===== config.mk =====
export PLATFORM = sky130hd
export DESIGN_NAME = det_window_counter
export DESIGN_NICKNAME = d
export VERILOG_FILES = /design/src/rtl/det_window_counter.sv
export SDC_FILE = /design/constraint.sdc
export NUM_CORES = 1
export LEC_CHECK = 0
export BUFFER_PORTS_ARGS = -buffer_cell sky130_fd_sc_hd__buf_2
export CAP_MARGIN = 5
export CORE_MARGIN = 4
export CORE_UTILIZATION = 52
export CTS_CLUSTER_DIAMETER = 50
export DETAILED_ROUTE_END_ITERATION = 16
export HOLD_SLACK_MARGIN = 0.08
export PLACE_DENSITY_LB_ADDON = 0.3
export SYNTH_ARGS = -nofsm -noshare
export SYNTH_HDL_FRONTEND = slang
export SYNTH_SLANG_ARGS = --single-unit

===== constraint.sdc =====
create_clock -name clk -period 2.78 [get_ports clk]
set_clock_uncertainty 0.1 [all_clocks]
set_input_delay 0.278 -clock clk [delete_from_list [all_inputs] [get_ports clk]]
set_output_delay 0.278 -clock clk [all_outputs]
set_load 0.05 [all_outputs]

===== src/rtl/det_window_counter.sv =====
// det_window_counter
// Counts detections from the Moore sequence detector over a programmable
// window of cycles, then publishes the count, a saturation flag, an any-hit
// flag and the window offset of the first hit.
module det_window_counter #(
   parameter int CNT_W     = 8,
   parameter int WIN_W     = 16,
   parameter int EDGE_MODE = 0
) (
   input  logic             clk,
   input  logic             rst,
   input  logic             det_in,
   input  logic             start,
   input  logic [WIN_W-1:0] win_len,
   output logic             busy,
   output logic             done,
   output logic [CNT_W-1:0] count,
   output logic             overflow,
   output logic             hit,
   output logic [WIN_W-1:0] first_pos
);

   localparam logic [1:0] IDLE  = 2'd0;
   localparam logic [1:0] COUNT = 2'd1;
   localparam logic [1:0] DONE  = 2'd2;

   localparam logic [CNT_W-1:0] CNT_MAX = '1;
   localparam logic [CNT_W-1:0] CNT_ONE = CNT_W'(1);
   localparam logic [WIN_W-1:0] WIN_ONE = WIN_W'(1);

   logic [1:0]       state;
   logic [1:0]       nextState;
   logic [WIN_W-1:0] winLenQ;
   logic [WIN_W-1:0] timer;
   logic             detQ;
   logic [CNT_W-1:0] accCount;
   logic             accOverflow;
   logic             accHit;
   logic [WIN_W-1:0] accFirst;
   logic             accept;
   logic             lastCycle;
   logic             ev;

   // Start is only honoured in IDLE; the last window cycle is found by a
   // full-width compare against the captured length minus one.
   assign accept    = (state == IDLE) && start;
   assign lastCycle = (timer == (winLenQ - WIN_ONE));
   assign ev        = (EDGE_MODE != 0) ? (det_in & ~detQ) : det_in;

   // Next-state selection: zero-length windows skip straight to DONE.
   always_comb begin
      nextState = state;
      case (state)
         IDLE: begin
            if (start) begin
               nextState = (win_len != '0) ? COUNT : DONE;
            end
         end
         COUNT: begin
            if (lastCycle) begin
               nextState = DONE;
            end
         end
         DONE: begin
            nextState = IDLE;
         end
         default: begin
            nextState = IDLE;
         end
      endcase
   end

   // State register with registered busy and a done pulse issued as DONE ends.
   always_ff @(posedge clk or posedge rst) begin
      if (rst) begin
         state <= IDLE;
         busy  <= 1'b0;
         done  <= 1'b0;
      end else begin
         state <= nextState;
         busy  <= (nextState == COUNT);
         done  <= (state == DONE);
      end
   end

   // Delayed copy of det_in, kept running in every state for edge detection.
   always_ff @(posedge clk or posedge rst) begin
      if (rst) begin
         detQ <= 1'b0;
      end else begin
         detQ <= det_in;
      end
   end

   // Window length capture and window offset timer.
   always_ff @(posedge clk or posedge rst) begin
      if (rst) begin
         winLenQ <= '0;
         timer   <= '0;
      end else if (accept) begin
         winLenQ <= win_len;
         timer   <= '0;
      end else if (state == COUNT) begin
         timer <= timer + WIN_ONE;
      end
   end

   // Accumulators: saturating count, overflow, first-hit flag and position.
   always_ff @(posedge clk or posedge rst) begin
      if (rst) begin
         accCount    <= '0;
         accOverflow <= 1'b0;
         accHit      <= 1'b0;
         accFirst    <= '0;
      end else if (accept) begin
         accCount    <= '0;
         accOverflow <= 1'b0;
         accHit      <= 1'b0;
         accFirst    <= '0;
      end else if ((state == COUNT) && ev) begin
         if (accCount < CNT_MAX) begin
            accCount <= accCount + CNT_ONE;
         end else begin
            accOverflow <= 1'b1;
         end
         if (!accHit) begin
            accHit   <= 1'b1;
            accFirst <= timer;
         end
      end
   end

   // Published results, refreshed only when a window completes.
   always_ff @(posedge clk or posedge rst) begin
      if (rst) begin
         count     <= '0;
         overflow  <= 1'b0;
         hit       <= 1'b0;
         first_pos <= '0;
      end else if (state == DONE) begin
         count     <= accCount;
         overflow  <= accOverflow;
         hit       <= accHit;
         first_pos <= accFirst;
      end
   end

endmodule


Word level (Yosys, flattened, before mapping)
Index checks and enable logic that the tools add are counted.

word-level totals
  flip-flop bits (word level) = 88
  input port bits = 20
  logic and storage cells = 50

cells by class
  add/sub/neg operators = 3
  magnitude comparators = 1
  eq/ne operators = 6
  mux-type cells = 17
  reductions and logical operators = 10

operators with widths
  cell                                                                   number
  16-bit two-way mux                                                     5
  8-bit two-way mux                                                      3
  16-bit by 1-bit adder with 16-bit output, second input constant        1
  16-bit equality test                                                   1
  16-bit nonzero test                                                    1
  16-bit by 1-bit subtractor with 16-bit output, second input constant   1
  8-bit by 1-bit adder with 8-bit output, second input constant          1
  8-bit < comparator, second input constant                              1
  2-bit two-way mux                                                      3
  2-bit AND reduction                                                    3
  2-bit nonzero test                                                     3
  1-bit two-way mux                                                      5
  2-bit by 1-bit equality test with 1-bit output, second input constant  2
  2-bit one-hot mux with 2 select lines                                  1
  2-bit equality test, second input constant                             1
  1-bit logical AND                                                      2
  2-bit logical NOT                                                      1
  2-bit by 1-bit != test with 1-bit output, second input constant        1
  2-bit != test, second input constant                                   1

Logic depth before layout (Yosys ltp)
  depth in word-level cells = 5
  gate-level depth with buffers = 10
  mapped depth without buffers = 9

Least setup slack after synthesis
OpenSTA, ideal clock, no wires.

  kind = register to register
  start = reg winLenQ[0]
  end = reg busy
  setup time = 136 ps
  arrival time = 2029 ps
  required time = 2544 ps
  setup slack = 515 ps
  stages on the path, launching flop included = 11
  path buffers = 1
  period minus slack after synthesis = 2265 ps
  cells stage by stage = dfrtp_1 inv_1 ha_1 buf_2 nor4b_1 xnor2_1 nand4_1 a21oi_1 nor2_1 nor4_2 o21ai_0

between the ends
  word-level cells in the longest chain between the ends = 5

ends and longest elaborated chain
  what                                            line  text
  start, declared                                 33    logic [WIN_W-1:0] winLenQ;
  start signal, assigned                          101   winLenQ <= win_len;
  16-bit by 1-bit subtractor with 16-bit output   47    assign lastCycle = (timer == (winLenQ - WIN_ONE));
  16-bit equality test                            47
  2-bit two-way mux                               60    if (lastCycle) begin
  2-bit one-hot mux with 2 select lines           53    case (state)
  2-bit by 1-bit equality test with 1-bit output  81    busy <= (nextState == COUNT);
  end signal, assigned                            81
  end, declared                                   15    output logic busy,

No other way between the ends.
A chain may end at the register's enable or synchronous reset.

Final worst setup path
  start = reg winLenQ[0]
  end = reg state[0]

between the ends
  word-level cells in the longest chain between the ends = 4

ends and longest elaborated chain
  what                                           line  text
  16-bit by 1-bit subtractor with 16-bit output  47
  16-bit equality test                           47
  2-bit two-way mux                              60
  2-bit one-hot mux with 2 select lines          53
  via nextState[0]                               32    logic [1:0] nextState;
  end signal, assigned                           80    state <= nextState;
  end, declared                                  31    logic [1:0] state;

The timed path passes the listed nets, and every way through them passes these cells.

==> results.md <==
- Vias per cell: between 5 and 6
- Routed via count: 3254
- Final Core Density: 0.630
- Transition time at the pin with the least slew margin: 0.607 ns
- Critical path arrival: between 2 and 3 ns
- Met2 track demand over resource: 0.351
- Final Wtd Congestion: 0.858
- Cell area after synthesis: approximately 4200 sq um
- Placeable Area: between 7000 and 8000 sq um
- IO buf count: 47
- Commonest non-fill, non-tap cells in the layout: nand2_1 (93), dfrtp_1 (88), buf_2 (47)
- Die ar.: between 9000 and 10000 sq um
- Number of global-route vias before repair: between 3000 and 4000
- Power density cells: 589 nW/um^2
- Clk sinks: 88
- Clock tree root driver cell: clkbuf_8
- Area share of the leading cell type in the synthesized netlist: 0.528
- Unrepaired setup endpoints after global routing: no
- Worst slew margin relative to its limit: 0.595
- DRC violations left: 0
- Critical Path Sink Type: register
- # H-tree levels: 3
- Number of rows created at floorplan: 32
- Die extent in x: 97.6 um
- Category of the worst setup path launch point: register
- Met3 Track Usage GR: 0.0416
- DRT iter0 DRCs: around 190
- Pin count of the biggest net entering global routing: 50
- Die Y: between 90 and 100 um
- Most common cell after layout, fill and taps aside: nand2_1
- Area added between synthesis and finish: 17.4%
- Final Power: 2.88 mW
- Fraction of final layout cells with drive strength greater than 1: 0.217
- Required time of the worst setup path: slightly below 3 ns
- Final cycle utilization of the critical path: 0.886
- Worst IR Drop VDD: roughly 0.00029 V
- Biggest area consumer among synthesized cells: dfrtp_1
- Final hold violation count: 0
- Yosys cell types: 42
- Number of buffers created by CTS: 9
- Clock Tree Buf Depth: 2
- Antenna diode instance count: 0
- Period minus WS final: between 2 and 2.5 ns
- Max-slew violations: 0
- Average wire length per cell after detail routing: 15.6 um
- Number of nets with antenna violations after detailed routing: 0
- Leakage Power: ~2.3 nW
- Worst hold path type: primary input to register
- Register area share after synthesis: 0.528
- Overall routing resource usage: 0.208
- Pre-Repair DR Iteration Count: 4
- Met1 track utilization from global routing: 0.272
- #FFs+latches synth: between 80 and 90
- Maximum Capacitance Violations: 0
- Clock transition at path regs: approximately 0.080 ns
- Average cell area after synthesis: between 9 and 10 sq um
- Ranking of synthesized cells by area: dfrtp_1 (53%), nand2_1 (8.4%), mux2_2 (7.3%)
- Nets in the synthesized netlist: 447
- Setup CP Type: register to register
- Result of the run: finished, final reports clean
- Initial Util: 0.537
- Final net count: between 500 and 600
- Final setup violation count: 0
- GR peak layer: met2
- Top-Level Pins: 48
- Worst Hold Path Cells: 3
- Sum Neg Setup Slack: 0 ns
- Largest fanout on the critical path: 9
- GRT Residual Overflow: 0
- Drt total wl: approximately 9.3 mm
- TritonCTS clock tree: done
- DP Wirelength: between 6 and 7 mm
- Number of antenna violations at the first check in global routing: 0
- R2R cell count: 9
- Post-Synthesis Cells: about 420
- Ys Warns: 0
- Number of buffers inserted by post-CTS setup repair: 0
- Maximum clock frequency: between 400 and 500 MHz
- Global-route wire length before repair: 16.2 mm
- Worst-skew pair later-pin latency: roughly 0.35 ns
path summary, 6_finish.rpt:
path,startpoint,endpoint,slack (ns)
setup / recovery,winLenQ[0],state[0],0.32
hold reg to reg,accFirst[0],accFirst[0],0.38
max in group asynchronous,rst,winLenQ[4],1.64
setup reg to reg,winLenQ[0],state[0],0.32
hold / removal,win_len[0],winLenQ[0],0.12
min in group asynchronous,rst,first_pos[12],0.47
layout make-up:
| type | instances | area [sq um] |
|---|---|---|
| clock buffers | 9 | 124 |
| inverters | 7 | 27.5 |
| repair buffers | 73 | 473 |
| flip-flops and latches | 88 | 2200 |
| multi-input cells | 309 | 1870 |
| fillers | 657 | 2870 |
| well taps | 102 | 128 |
| clock inverters | 6 | 68.8 |
per-layer routing:
layer	vias to the layer above	wire length [um]	share of wire
met3	13	402	0.043
met2	80	4450	0.48
met1	1568	4260	0.46
met5	-	0	0
met4	0	149	0.016
li1	1593	-	-
sequential cells by signal, summed over array words and instances, names as in the netlist, 2 cells and up:
name / flops
accCount: 8
accFirst: 16
count: 8
first_pos: 16
state: 2
timer: 16
winLenQ: 16
per-stage QoR:
step | std cells | hold slack [ns] | setup WS, ns | area, sq um
after floorplan | 424 | 0.283 | 0.123 | 4170
after global placement | 562 | 0.323 | 0.332 | 4530
after detailed placement | 562 | 0.324 | 0.175 | 4530
after CTS | 594 | 0.0966 | 0.165 | 4890
after global routing | 594 | 0.118 | 0.0767 | 4900
final | 594 | 0.119 | 0.318 | 4900
Yosys cell counts, drive strengths merged:
cell type,n
a2111oi,1
a211oi,1
a21oi,10
a31oi,4
a32o,2
a32oi,2
and3,5
and4,1
buf,2
clkbuf,18
dfrtp,88
ha,3
inv,7
mux2,27
mux2i,6
nand2,94
nand2b,3
nand3,13
nand3b,1
nand4,10
nand4b,1
nor2,25
nor2b,5
nor3,6
nor4,8
nor4b,2
o211ai,1
o21ai,43
o2bb2ai,1
o31ai,2
o32ai,1
or2,1
or3,1
or4,2
xnor2,12
xor2,15
worst max-delay path: stages (launching register included):
cell     delay [ns]
dfrtp_1        0.44
inv_1          0.10
ha_1           0.37
nor4b_2        0.41
xnor2_1        0.17
nand4_1        0.11
a21oi_1        0.15
nor2_1         0.07
nor4_2         0.29
o21ai_0        0.13
logic make-up (layout without fill, tap and decap cells):
family | Yosys count | in the layout | synth area share
buf+inv | 27 | 95 | 0.0246
fa+ha+maj | 3 | 3 | 0.00900
xor+xnor | 27 | 27 | 0.0567
flops | 88 | 88 | 0.528
compound gates | 68 | 68 | 0.0921
mux | 33 | 33 | 0.0873
simple gates | 178 | 178 | 0.202
power breakdown:
part | switching, mW | leakage [nW] | internal [mW]
clock network | 0.458 | 0.0957 | 0.415
logic | 0.210 | 1.14 | 0.198
registers | 0.202 | 1.11 | 1.40
total | 0.870 | 2.35 | 2.02
what timing repair did:
item / CTS / global route
hold buffers: 17 / 0
setup endpoints to repair: 0 / 3
hold endpoints to repair: 104 / 0
resized for setup: 0 / 1
(Power assumes the default switching activity.)
